## config.mk

```make
export PLATFORM = sky130hd
export DESIGN_NAME = seq_mul8
export DESIGN_NICKNAME = d
export VERILOG_FILES = /design/src/rtl/arith_pkg.sv /design/src/rtl/CSkipA8.sv /design/src/rtl/seq_mul8.sv
export SDC_FILE = /design/constraint.sdc
export NUM_CORES = 1
export LEC_CHECK = 0
export BUFFER_PORTS_ARGS = -buffer_cell sky130_fd_sc_hd__buf_2
export CORE_ASPECT_RATIO = 0.7
export CORE_UTILIZATION = 60
export CTS_CLUSTER_DIAMETER = 50
export DETAILED_ROUTE_END_ITERATION = 8
export PLACE_DENSITY = 0.84
export SLEW_MARGIN = 20
export SYNTH_ARGS = -nofsm -noshare
export SYNTH_HDL_FRONTEND = slang
export SYNTH_SLANG_ARGS = --single-unit
```

## constraint.sdc

```tcl
create_clock -name clk -period 8.9 [get_ports clk]
set_input_delay 2.225 -clock clk [delete_from_list [all_inputs] [get_ports clk]]
set_output_delay 2.225 -clock clk [all_outputs]
set_load 0.01 [all_outputs]
```

## src/rtl/arith_pkg.sv

```systemverilog
// Shared arithmetic-pipeline types and constants.
// Used by the sequential multiplier and its adder datapath.
package arith_pkg;

  localparam int WIDTH_8 = 8;
  localparam int PROD_W  = 2 * WIDTH_8;

  typedef enum logic [1:0] {
    IDLE = 2'd0,
    RUN  = 2'd1,
    DONE = 2'd2
  } state_t;

endpackage

```

## src/rtl/CSkipA8.sv

```systemverilog
// 8-bit carry-skip adder: two 4-bit ripple blocks,
// each with a block-propagate bypass of its carry.
module CSkipA8 (
  input  logic [7:0] a,
  input  logic [7:0] b,
  input  logic       cin,
  output logic [7:0] sum,
  output logic       cout
);

  logic [7:0] p;
  logic [7:0] g;
  logic [8:0] c;
  logic       skip_lo;
  logic       skip_hi;
  logic       rip_lo;
  logic       rip_hi;

  assign p = a ^ b;
  assign g = a & b;

  always_comb begin
    c       = '0;
    rip_lo  = 1'b0;
    rip_hi  = 1'b0;
    skip_lo = &p[3:0];
    skip_hi = &p[7:4];
    c[0]    = cin;
    for (int i = 0; i < 4; i++)
      c[i+1] = g[i] | (p[i] & c[i]);
    rip_lo = c[4];
    // block carry bypasses the ripple chain when all bits propagate
    c[4] = skip_lo ? cin : rip_lo;
    for (int i = 4; i < 8; i++)
      c[i+1] = g[i] | (p[i] & c[i]);
    rip_hi = c[8];
    c[8] = skip_hi ? c[4] : rip_hi;
  end

  assign sum  = p ^ c[7:0];
  assign cout = c[8];

endmodule

```

## src/rtl/seq_mul8.sv

```systemverilog
// Sequential 8x8 unsigned shift-and-add multiplier
// with ready/valid handshakes on both sides.
module seq_mul8
  import arith_pkg::*;
#(
  parameter int WIDTH = WIDTH_8,
  parameter int CNT_W = 4
) (
  input  logic               clk,
  input  logic               rst_n,
  input  logic               in_valid,
  output logic               in_ready,
  input  logic [WIDTH-1:0]   a,
  input  logic [WIDTH-1:0]   b,
  output logic               out_valid,
  input  logic               out_ready,
  output logic [2*WIDTH-1:0] product
);

  if (WIDTH != WIDTH_8) begin : g_bad_width
    $error("seq_mul8 supports WIDTH=8 only");
  end

  localparam logic [CNT_W-1:0] LAST = CNT_W'(WIDTH - 1);

  state_t            state;
  logic [WIDTH-1:0]  acc;
  logic [WIDTH-1:0]  q;
  logic [WIDTH-1:0]  mcand;
  logic [CNT_W-1:0]  cnt;

  logic [WIDTH-1:0]  sum;
  logic              cout;
  logic [WIDTH-1:0]  acc_n;
  logic [WIDTH-1:0]  q_n;
  logic [PROD_W-1:0] prod_n;

  CSkipA8 u_add (
    .a    (acc),
    .b    (mcand),
    .cin  (1'b0),
    .sum  (sum),
    .cout (cout)
  );

  // one partial-product step: add when q[0] is set, then shift right
  always_comb begin
    acc_n = {1'b0, acc[WIDTH-1:1]};
    q_n   = {acc[0], q[WIDTH-1:1]};
    if (q[0]) begin
      acc_n = {cout, sum[WIDTH-1:1]};
      q_n   = {sum[0], q[WIDTH-1:1]};
    end
    prod_n = {acc_n, q_n};
  end

  always_ff @(posedge clk or negedge rst_n) begin
    if (!rst_n) begin
      state     <= IDLE;
      in_ready  <= 1'b1;
      out_valid <= 1'b0;
      product   <= '0;
      acc       <= '0;
      q         <= '0;
      mcand     <= '0;
      cnt       <= '0;
    end else begin
      unique case (state)
        IDLE: begin
          if (in_valid && in_ready) begin
            mcand    <= a;
            q        <= b;
            acc      <= '0;
            cnt      <= '0;
            in_ready <= 1'b0;
            state    <= RUN;
          end
        end
        RUN: begin
          acc <= acc_n;
          q   <= q_n;
          cnt <= cnt + 1'b1;
          if (cnt == LAST) begin
            product   <= prod_n;
            out_valid <= 1'b1;
            state     <= DONE;
          end
        end
        DONE: begin
          if (out_ready) begin
            out_valid <= 1'b0;
            in_ready  <= 1'b1;
            state     <= IDLE;
          end
        end
        default: begin
          out_valid <= 1'b0;
          in_ready  <= 1'b1;
          state     <= IDLE;
        end
      endcase
    end
  end

endmodule

```

==> Word level (Yosys, flattened, before mapping) <==
Cells that the tools add are included.
{ "classes": {"mux": 20, "reduce_logical": 11, "n_eq_ne": 6, "addsub": 1, "bitwise": 19} }
{ "ops": {"columns": ["op", "n"], "rows": [
  ["$mux 8", 4],
  ["$pmux 8 s2", 2],
  ["$xor 8x8->8", 2],
  ["$reduce_and 3->1", 3],
  ["$and 8x8->8", 1],
  ["$pmux 4 s2", 1],
  ["$reduce_and 4->1", 2],
  ["$and 1x1->1", 7],
  ["$or 1x1->1", 7],
  ["$mux 1", 6],
  ["$mux 2", 3],
  ["$ne 2x2->1 const B", 3],
  ["$pmux 1 s3", 2],
  ["$pmux 2 s3", 1],
  ["$reduce_and 2->1", 3],
  ["$add 4x1->4 const B", 1],
  ["$eq 4x3->1 const B", 1],
  ["$mux 4", 1],
  ["$eq 2x1->1 const B", 1],
  ["$eq 2x2->1 const B", 1],
  ["$logic_not 2->1", 1],
  ["$not 1->1", 2],
  ["$reduce_bool 2->1", 1],
  ["$logic_and 1x1->1", 1]
]} }
{ "word_totals": {"regBits": 48, "wordCells": 65, "input_bits": 20} }

==> Longest topological paths before layout <==
Gate-level depths: netlist of run 1.
{ "depth": {"word_depth": 19, "depth_mapped": 14} }

==> Modules after synthesis <==
From an unflattened synthesis of run 1, not the netlist that was laid out.
{ "unflattened": {"cells_unflattened": 187, "area_unflattened_um2": 2396.0} }
{ "modules_own_cells": {"columns": ["mod", "area_each_um2", "seq_area_each_um2", "n_inst", "cells_per_inst"], "rows": [
  ["seq_mul8", 2063.2, 1202.4, 1, 157],
  ["CSkipA8", 332.8, 0.0, 1, 30]
]} }

==> Worst setup path after synthesis of run 1 <==
Ideal clock, no wire load.
{ "synth_path": {"path_kind": "register -> register", "start": "reg acc[0]", "end": "reg acc[6]", "t_arrival_ps": 3650, "period_less_slack_ps": 3777, "required_time_ps": 8772, "setup_slack_ps": 5123, "n_path_buf": 0, "stages_incl_launch_ff": 14, "cell_sequence": "dfrtp_1 -> ha_1 -> inv_1 -> fa_1 -> fa_1 -> fa_1 -> a41o_1 -> fa_1 -> fa_1 -> fa_1 -> inv_1 -> fa_1 -> mux2i_1 -> o21ai_0"} }
{ "synth_between": {"elab_chain_cells": 17} }
{ "synth_rtl": {"columns": ["item", "line_no", "rtl"], "rows": [
  ["from (decl)", "seq_mul8.sv:27", "logic [WIDTH-1:0] acc;"],
  ["from (signal assigned)", "seq_mul8.sv:80", "acc <= acc_n;"],
  ["$and 8x8->8", "CSkipA8.sv:20", "assign g = a & b;"],
  ["$and 1x1->1", "CSkipA8.sv:30", "c[i+1] = g[i] | (p[i] & c[i]);"],
  ["$or 1x1->1", "CSkipA8.sv:30", null],
  ["$and 1x1->1", "CSkipA8.sv:30", null],
  ["$or 1x1->1", "CSkipA8.sv:30", null],
  ["$and 1x1->1", "CSkipA8.sv:30", null],
  ["$or 1x1->1", "CSkipA8.sv:30", null],
  ["$mux 1 (*)", "CSkipA8.sv:33", "c[4] = skip_lo ? cin : rip_lo;"],
  ["$and 1x1->1 (*)", "CSkipA8.sv:35", "c[i+1] = g[i] | (p[i] & c[i]);"],
  ["$or 1x1->1 (*)", "CSkipA8.sv:35", null],
  ["$and 1x1->1 (*)", "CSkipA8.sv:35", null],
  ["$or 1x1->1 (*)", "CSkipA8.sv:35", null],
  ["$and 1x1->1 (*)", "CSkipA8.sv:35", null],
  ["$or 1x1->1 (*)", "CSkipA8.sv:35", null],
  ["$xor 8x8->8 (*)", "CSkipA8.sv:40", "assign sum = p ^ c[7:0];"],
  ["$mux 8 (*)", "seq_mul8.sv:50", "if (q[0]) begin"],
  ["$pmux 8 s2 (*)", "seq_mul8.sv:68", "unique case (state)"]
]} }
Every way passes the cells marked *; elsewhere a longest branch is shown, timed or not.
A chain may end at the register's enable or synchronous reset.

==> Worst setup path after layout of run 1 <==
Ends and elaborated chain as after synthesis.

==> impl_metrics.csv, run 1 <==
group,metric,value,unit
placement,place_ws,4.93,ns
logic_synthesis,synth_cell_types,34,
logic_synthesis,synth_edf_count,0,
cts,cts_made_buffers,5,
setup_path,end_kind,"flip-flop",
final_layout,antenna_cells,0,
drt,wirelength,4430,um
pwr,ir_drop,0.000180,V
pwr,leakagePower,1.33,nW
logic_synthesis,yosysWarnings,0,
sta,relSlewSlack,36.1,%
cts,cts_hold_buf,0,
logic_synthesis,synth_top_area_cell,"dfrtp_1",
cts,cts_resized,0,
pwr,power_density,360,nW/um2
floorplanning,rows,18,
sta,setup_tns,0,ns
pwr,power_switching_share,38.2,%
logic_synthesis,ys_seq_area_share,50.6,%
sta,timing.hold.ws,0.492,ns
floorplanning,ios,38,
sta,clock_skew,0.00472,ns
placement,post-dp-hpwl,3020,um
sta,slew_viol_final,0,
cts,path_clk_slew,0.09,ns
logic_synthesis,synth_top_area_share,49.5,%
floorplanning,dieHeight,54.6,um
logic_synthesis,synth_nets,253,
sta,period_share,45.1,%
logic_synthesis,synth_ff_type,"dfrtp_1",
logic_synthesis,synth_fa_ha_area_share,10.6,%
placement,numPortBuffers,37,
logic_synthesis,post-synth-top-count-cell,"dfrtp_1",
logic_synthesis,synth_mux_area_share,9.75,%
sta,fmax,249,MHz
sta,grt_setup_unrepaired,"no",
logic_synthesis,syn_area,2370,um2
logic_synthesis,avgSynthCellArea,10.9,um2
cts,cts_root_buf,"clkbuf_8",
drt,num_vias,1620,
floorplanning,die-area,4220,um2
final_layout,syn_to_final_growth,12.0,%
setup_path,path_max_fanout,3,
floorplanning,initial_core_util,65.1,%
drt,drt.antenna.violating_nets,0,
cts,clock_latency,0.30,ns
status,status,"completed",
logic_synthesis,synth_cells,217,
logic_synthesis,yosys-top-cells-count,"dfrtp_1, nand2_1, inv_1",
sta,setup_viol,0,
logic_synthesis,async_flop_share,100,%
drt,first_pass_iters,4,
logic_synthesis,netlist_top_cells_area,"dfrtp_1, fa_1, ha_1",
sta,worst_pin_slew,0.959,ns
drt,avgViaCountPerCell,5.44,
global_route,grt_first_pass_wirelength,7450,um
run,max_cap_viol_count,0,
global_route,gr-total-overflow,0,
floorplanning,die_width,77.2,um
cts,cts_sinks,48,
drt,avgRoutedWirePerCell,14.9,um
global_route,track_usage,24.5,%
pwr,power.share.sequential,40.7,%
final_layout,fin_nets,283,
logic_synthesis,synth_simple_gate_area_share,12.0,%
final_layout,layout-drive-gt1-share,24.2,%
pwr,pwr-share-comb,41.6,%
pwr,clockPowerShare,17.7,%
cts,htree_levels,2,
cts,clk_path_buf_depth,2,
logic_synthesis,synth_top_family_by_area,"simple AND/OR/NAND/NOR gates",
setup_path,cp.arrival,4.16,ns
placement,place.gp.congestion,0.773,
sta,hold_viol,0,
pwr,p_int,0.000592,W
setup_path,startpoint_type,"flip-flop",
global_route,grt_max_degree,49,
pwr,p_switching,0.000365,W
logic_synthesis,synth_compound_area_share,9.59,%
cts,cts_setup_buffers,0,
logic_synthesis,synth_xor_area_share,0.369,%
floorplanning,core,3650,um2
logic_synthesis,ys_ff_latch,48,
hold_path,min_path_type,"flip-flop to flip-flop",
setup_path,critPathKind,"flip-flop to flip-flop",
sta,period_needed,4.01,ns
cts,cts_tree,"done",
drt,drtIter0Drc,57,
placement,dp.cells,290,
setup_path,required,9.05,ns
sta,setup_slack,4.89,ns
global_route,grt_pass1_vias,1631,
drt,drc,0,
global_route,antenna_found_initial,0,
final_layout,fin_cells,298,
-- critical path, cell delays in order (launching register included) --
cell	delay, ns
dfrtp_1	0.37
ha_1	0.15
inv_1	0.05
fa_1	0.38
fa_1	0.41
fa_1	0.37
a41o_1	0.25
fa_1	0.38
fa_1	0.38
fa_1	0.36
inv_1	0.07
fa_1	0.40
mux2i_1	0.18
o21ai_0	0.11
-- cells in the final DEF (no fill, tap or decap), drive strengths merged, types with 2 or more instances in the layout --
| cell | instances |
|---|---|
| dfrtp | 47 |
| nand4 | 2 |
| buf | 37 |
| inv | 20 |
| fa | 7 |
| a21o | 2 |
| a21oi | 7 |
| o2bb2ai | 2 |
| ha | 9 |
| mux2i | 10 |
| nor3 | 9 |
| o21ai | 16 |
| nor2 | 12 |
| nand3 | 7 |
| nand2 | 23 |
| o22ai | 7 |
| clkbuf | 7 |
| mux2 | 11 |
-- registers in the layout, indices dropped and copies added, names as in the netlist --
name and cells:
out_valid 1, acc 8, state 2, in_ready 1, cnt 4, product 16, q 8, mcand 8
-- final cells by class --
cell class | instances | area, um2
clock buffer | 7 | 96.3
fill | 285 | 990
multi-input combinational | 135 | 1000
timing repair buffer | 37 | 188
inverter | 20 | 75.1
sequential | 48 | 1200
clock inverter | 1 | 30.0
tap | 50 | 62.6
-- logic make-up after synthesis --
group | after synthesis
xor+xnor | 1
simple gates | 59
fa+ha+maj | 16
flops | 48
compound gates | 38
mux | 21
buf+inv | 34
-- final timing paths --
check	slack (ns)	endpoint	from	cells past startpoint
setup / recovery	4.89	acc[6]$_DFFE_PN0P_	acc[0]$_DFFE_PN0P_	13
max in group asynchronous	6.58	product[7]$_DFFE_PN0P_	rst_n	1
setup reg to reg	4.89	acc[6]$_DFFE_PN0P_	acc[0]$_DFFE_PN0P_	13
min in group asynchronous	1.93	q[4]$_DFFE_PN0P_	rst_n	1
hold / removal	0.49	cnt[3]$_DFFE_PN0P_	cnt[3]$_DFFE_PN0P_	1
hold reg to reg	0.49	cnt[3]$_DFFE_PN0P_	cnt[3]$_DFFE_PN0P_	1
-- layer usage --
layer | track usage, % | vias to the layer above | wire, um
met5 | 0 | - | 0
met4 | 10.7 | 0 | 74
met3 | 5.17 | 10 | 147
met2 | 41.4 | 31 | 1990
met1 | 31.7 | 796 | 2220
li1 | - | 783 | -
-- power groups by stage --
stage	clock, W	sequential [W]	combinational [W]
global placement	0	0.000387	0.000381
detailed placement	0	0.000392	0.000396
CTS	0.000171	0.000389	0.000399
finish	0.000169	0.000389	0.000398
global route	0.000179	0.000403	0.000459
floorplan	0	0.000383	0.000289
-- metrics by stage --
stage,total power [W],instance area (um2),util (%)
3_3_place_gp,0.000767,2530,69.3
4_1_cts,0.000960,2660,72.8
2_1_floorplan,0.000672,2370,-
3_5_place_dp,0.000787,2530,69.3
5_1_grt,0.00104,2660,72.9
6_report,0.000957,2660,72.9
Power figures use the tool's default switching activity.
==> inputs of run 2 (changes only) <==
--- a/config.mk
+++ b/config.mk
@@ -7,10 +7,10 @@
 export LEC_CHECK = 0
 export BUFFER_PORTS_ARGS = -buffer_cell sky130_fd_sc_hd__buf_2
 export CORE_ASPECT_RATIO = 0.7
-export CORE_UTILIZATION = 60
+export CORE_UTILIZATION = 50
 export CTS_CLUSTER_DIAMETER = 50
 export DETAILED_ROUTE_END_ITERATION = 8
-export PLACE_DENSITY = 0.84
+export PLACE_DENSITY = 0.75
 export SLEW_MARGIN = 20
 export SYNTH_ARGS = -nofsm -noshare
 export SYNTH_HDL_FRONTEND = slang
==> constraint.sdc (replaced) <==
create_clock -name clk -period 3.49 [get_ports clk]
set_input_delay 0.8725 -clock clk [delete_from_list [all_inputs] [get_ports clk]]
set_output_delay 0.8725 -clock clk [all_outputs]
set_load 0.01 [all_outputs]
==> run 2 against run 1 <==
  * The flow now finishes with violations (DRC, setup timing)
  * Clock power rose to 2.5 times the previous value
  * Register-to-register slack got worse by 5.2 ns
  * Count of clock-buffer cells in the layout fell by 1
  * Sequential cell count did not move
  * Non-clock buffer count rose by 8
  * Worst setup slack got worse by 5.2 ns
  * Sequential power rose to 2.5 times the previous value
  * Utilization fell by 11 points
  * Sequential share of layout area fell by 1.6 points
  * Power rose to 2.7 times the previous value
  * Wire length rose by 8.4%
  * Critical path depth did not move
  * Highest routed layer unchanged
==> impl_metrics.csv, run 2 (synthesis results as in run 1) <==
group,metric,value,unit
final_layout,fin_util,61.8,%
final_layout,final_cell_mix,"dfrtp_1, buf_2, nand2_1",
drt,drt.antenna.violating_nets,0,
status,status,"complete, but fails checks",
sta,grt_setup_unrepaired,"yes",
setup_path,crit_path_start,"acc[0]$_DFFE_PN0P_",
final_layout,fin_nets,291,
cts,cts_tree,"done",
sta,worst_pin_slew,0.847,ns
hold_path,min_path_type,"flip-flop to flip-flop",
drt,drtIter0Drc,70,
hold_path,min-delay-start,"cnt[3]$_DFFE_PN0P_",
placement,place.gp.congestion,0.837,
floorplanning,die-area,5030,um2
status,violations,"DRC, setup timing",
global_route,antenna_found_initial,0,
sta,clock_skew,0.0101,ns
pwr,power_density,931,nW/um2
drt,first_pass_iters,6,
global_route,track_usage,21.7,%
setup_path,path_max_fanout,2,
sta,setup_viol,5,
global_route,grt_max_degree,49,
floorplanning,ios,38,
final_layout,largest-register,"product",
sta,slew_viol_final,0,
final_layout,syn_to_final_growth,16.0,%
drt,avgViaCountPerCell,5.32,
setup_path,cp.arrival,3.95,ns
sta,setup_slack,-0.289,ns
floorplanning,dieHeight,59.7,um
drt,wirelength,4800,um
sta,fmax,265,MHz
cts,cts_hold_buf,0,
final_layout,layout-drive-gt1-share,30.9,%
drt,drc,4,
setup_path,startpoint_type,"flip-flop",
cts,clock_latency,0.31,ns
drt,num_vias,1655,
floorplanning,core,4450,um2
pwr,leakagePower,1.37,nW
final_layout,antenna_cells,0,
drt,avgRoutedWirePerCell,15.4,um
final_layout,final_common_cell,"dfrtp_1",
sta,hold_viol,0,
setup_path,r2r-start,"acc[0]$_DFFE_PN0P_",
sta,period_share,108,%
setup_path,end_kind,"flip-flop",
setup_path,critPathKind,"flip-flop to flip-flop",
cts,htree_levels,2,
sta,setup_tns,-0.829,ns
global_route,gr-total-overflow,0,
cts,cts_made_buffers,5,
run,max_cap_viol_count,0,
sta,relSlewSlack,43.2,%
cts,cts_root_buf,"clkbuf_8",
final_layout,largest_reg_flops,16,
global_route,grt_first_pass_wirelength,8140,um
cts,path_clk_slew,0.09,ns
cts,cts_sinks,48,
global_route,grt_pass1_vias,1703,
floorplanning,die_width,84.4,um
sta,period_needed,3.78,ns
placement,numPortBuffers,37,
placement,post-dp-hpwl,3310,um
floorplanning,rows,20,
floorplanning,initial_core_util,53.3,%
setup_path,required,3.66,ns
cts,clk_path_buf_depth,2,
pwr,ir_drop,0.000373,V
-- run 2: cell count changes in the layout (fill, tap and decap cells not counted) --
cell and change:
buf_4 +8, fa_1 -6, fa_2 +6, inv_1 -2, inv_2 +2, o2bb2ai_1 -2
o2bb2ai_2 +2, clkbuf_8 -1, clkinv_4 +1, ha_1 -1, ha_2 +1, mux2_2 -1
mux2_4 +1
-- run 2: per-layer routing --
| metal | vias up | GRT usage, % | part of all wire [%] | wire length [um] |
|---|---|---|---|---|
| li1 | 803 | - | - | - |
| met1 | 811 | 29.4 | 50 | 2390 |
| met2 | 32 | 35.7 | 45 | 2170 |
| met3 | 9 | 4.01 | 3.3 | 156 |
| met4 | 0 | 8.72 | 1.8 | 84 |
| met5 | - | 0 | 0 | 0 |
-- run 2: repair_timing --
action / 4_1_cts / 5_1_grt
setup endpoints to repair: 5 / 6
resized for setup: 4 / 0
pin swaps: 2 / 1
buffers inserted: 1 / 2
gates cloned: 0 / 0
hold endpoints to repair: 0 / 0
-- run 2: worst paths after layout --
check	to	slack, ns	depth (start not counted)
max in group asynchronous	product[8]$_DFFE_PN0P_	2.52	1
worst min register to register	cnt[3]$_DFFE_PN0P_	0.47	1
worst max register to register	acc[6]$_DFFE_PN0P_	-0.29	13
worst max-delay path	acc[6]$_DFFE_PN0P_	-0.29	13
worst min-delay path	cnt[3]$_DFFE_PN0P_	0.47	1
min in group asynchronous	product[1]$_DFFE_PN0P_	0.56	1
-- run 2: area by class of cell --
cell class	instances	area, um2
Clock buffer	6	82.6
Multi-Input combinational cell	135	1040
Timing Repair Buffer	45	248
Fill cell	384	1700
Tap cell	55	68.8
Inverter	20	75.1
Clock inverter	2	38.8
Sequential cell	48	1200
-- run 2: worst max-delay path: stages (launching register included) --
cell and delay [ns]:
dfrtp_1 0.38, ha_2 0.19, inv_2 0.04, fa_2 0.33, fa_2 0.35, fa_2 0.33
a41o_1 0.26, fa_2 0.35, fa_2 0.34, fa_2 0.34, inv_2 0.06, fa_1 0.40
mux2i_1 0.18, o21ai_0 0.09
-- run 2: metrics by stage --
step	hold slack, ns	instance area (um2)	total power [W]	setup WS (ns)	std cells
floorplan	0.437	2390	0.00174	-0.0796	217
global placement	0.456	2590	0.00202	-0.172	300
detailed placement	0.464	2590	0.00208	-0.257	300
CTS	0.477	2740	0.00255	-0.276	309
global route	0.520	2750	0.00279	-0.398	311
finish	0.474	2750	0.00256	-0.289	311
-- run 2: power breakdown --
part           internal (W)  leakage (nW)  switching [W]
registers          0.000798         0.579       0.000184
clock network      0.000234        0.0614       0.000195
logic              0.000550         0.732       0.000603
total               0.00158          1.37       0.000982
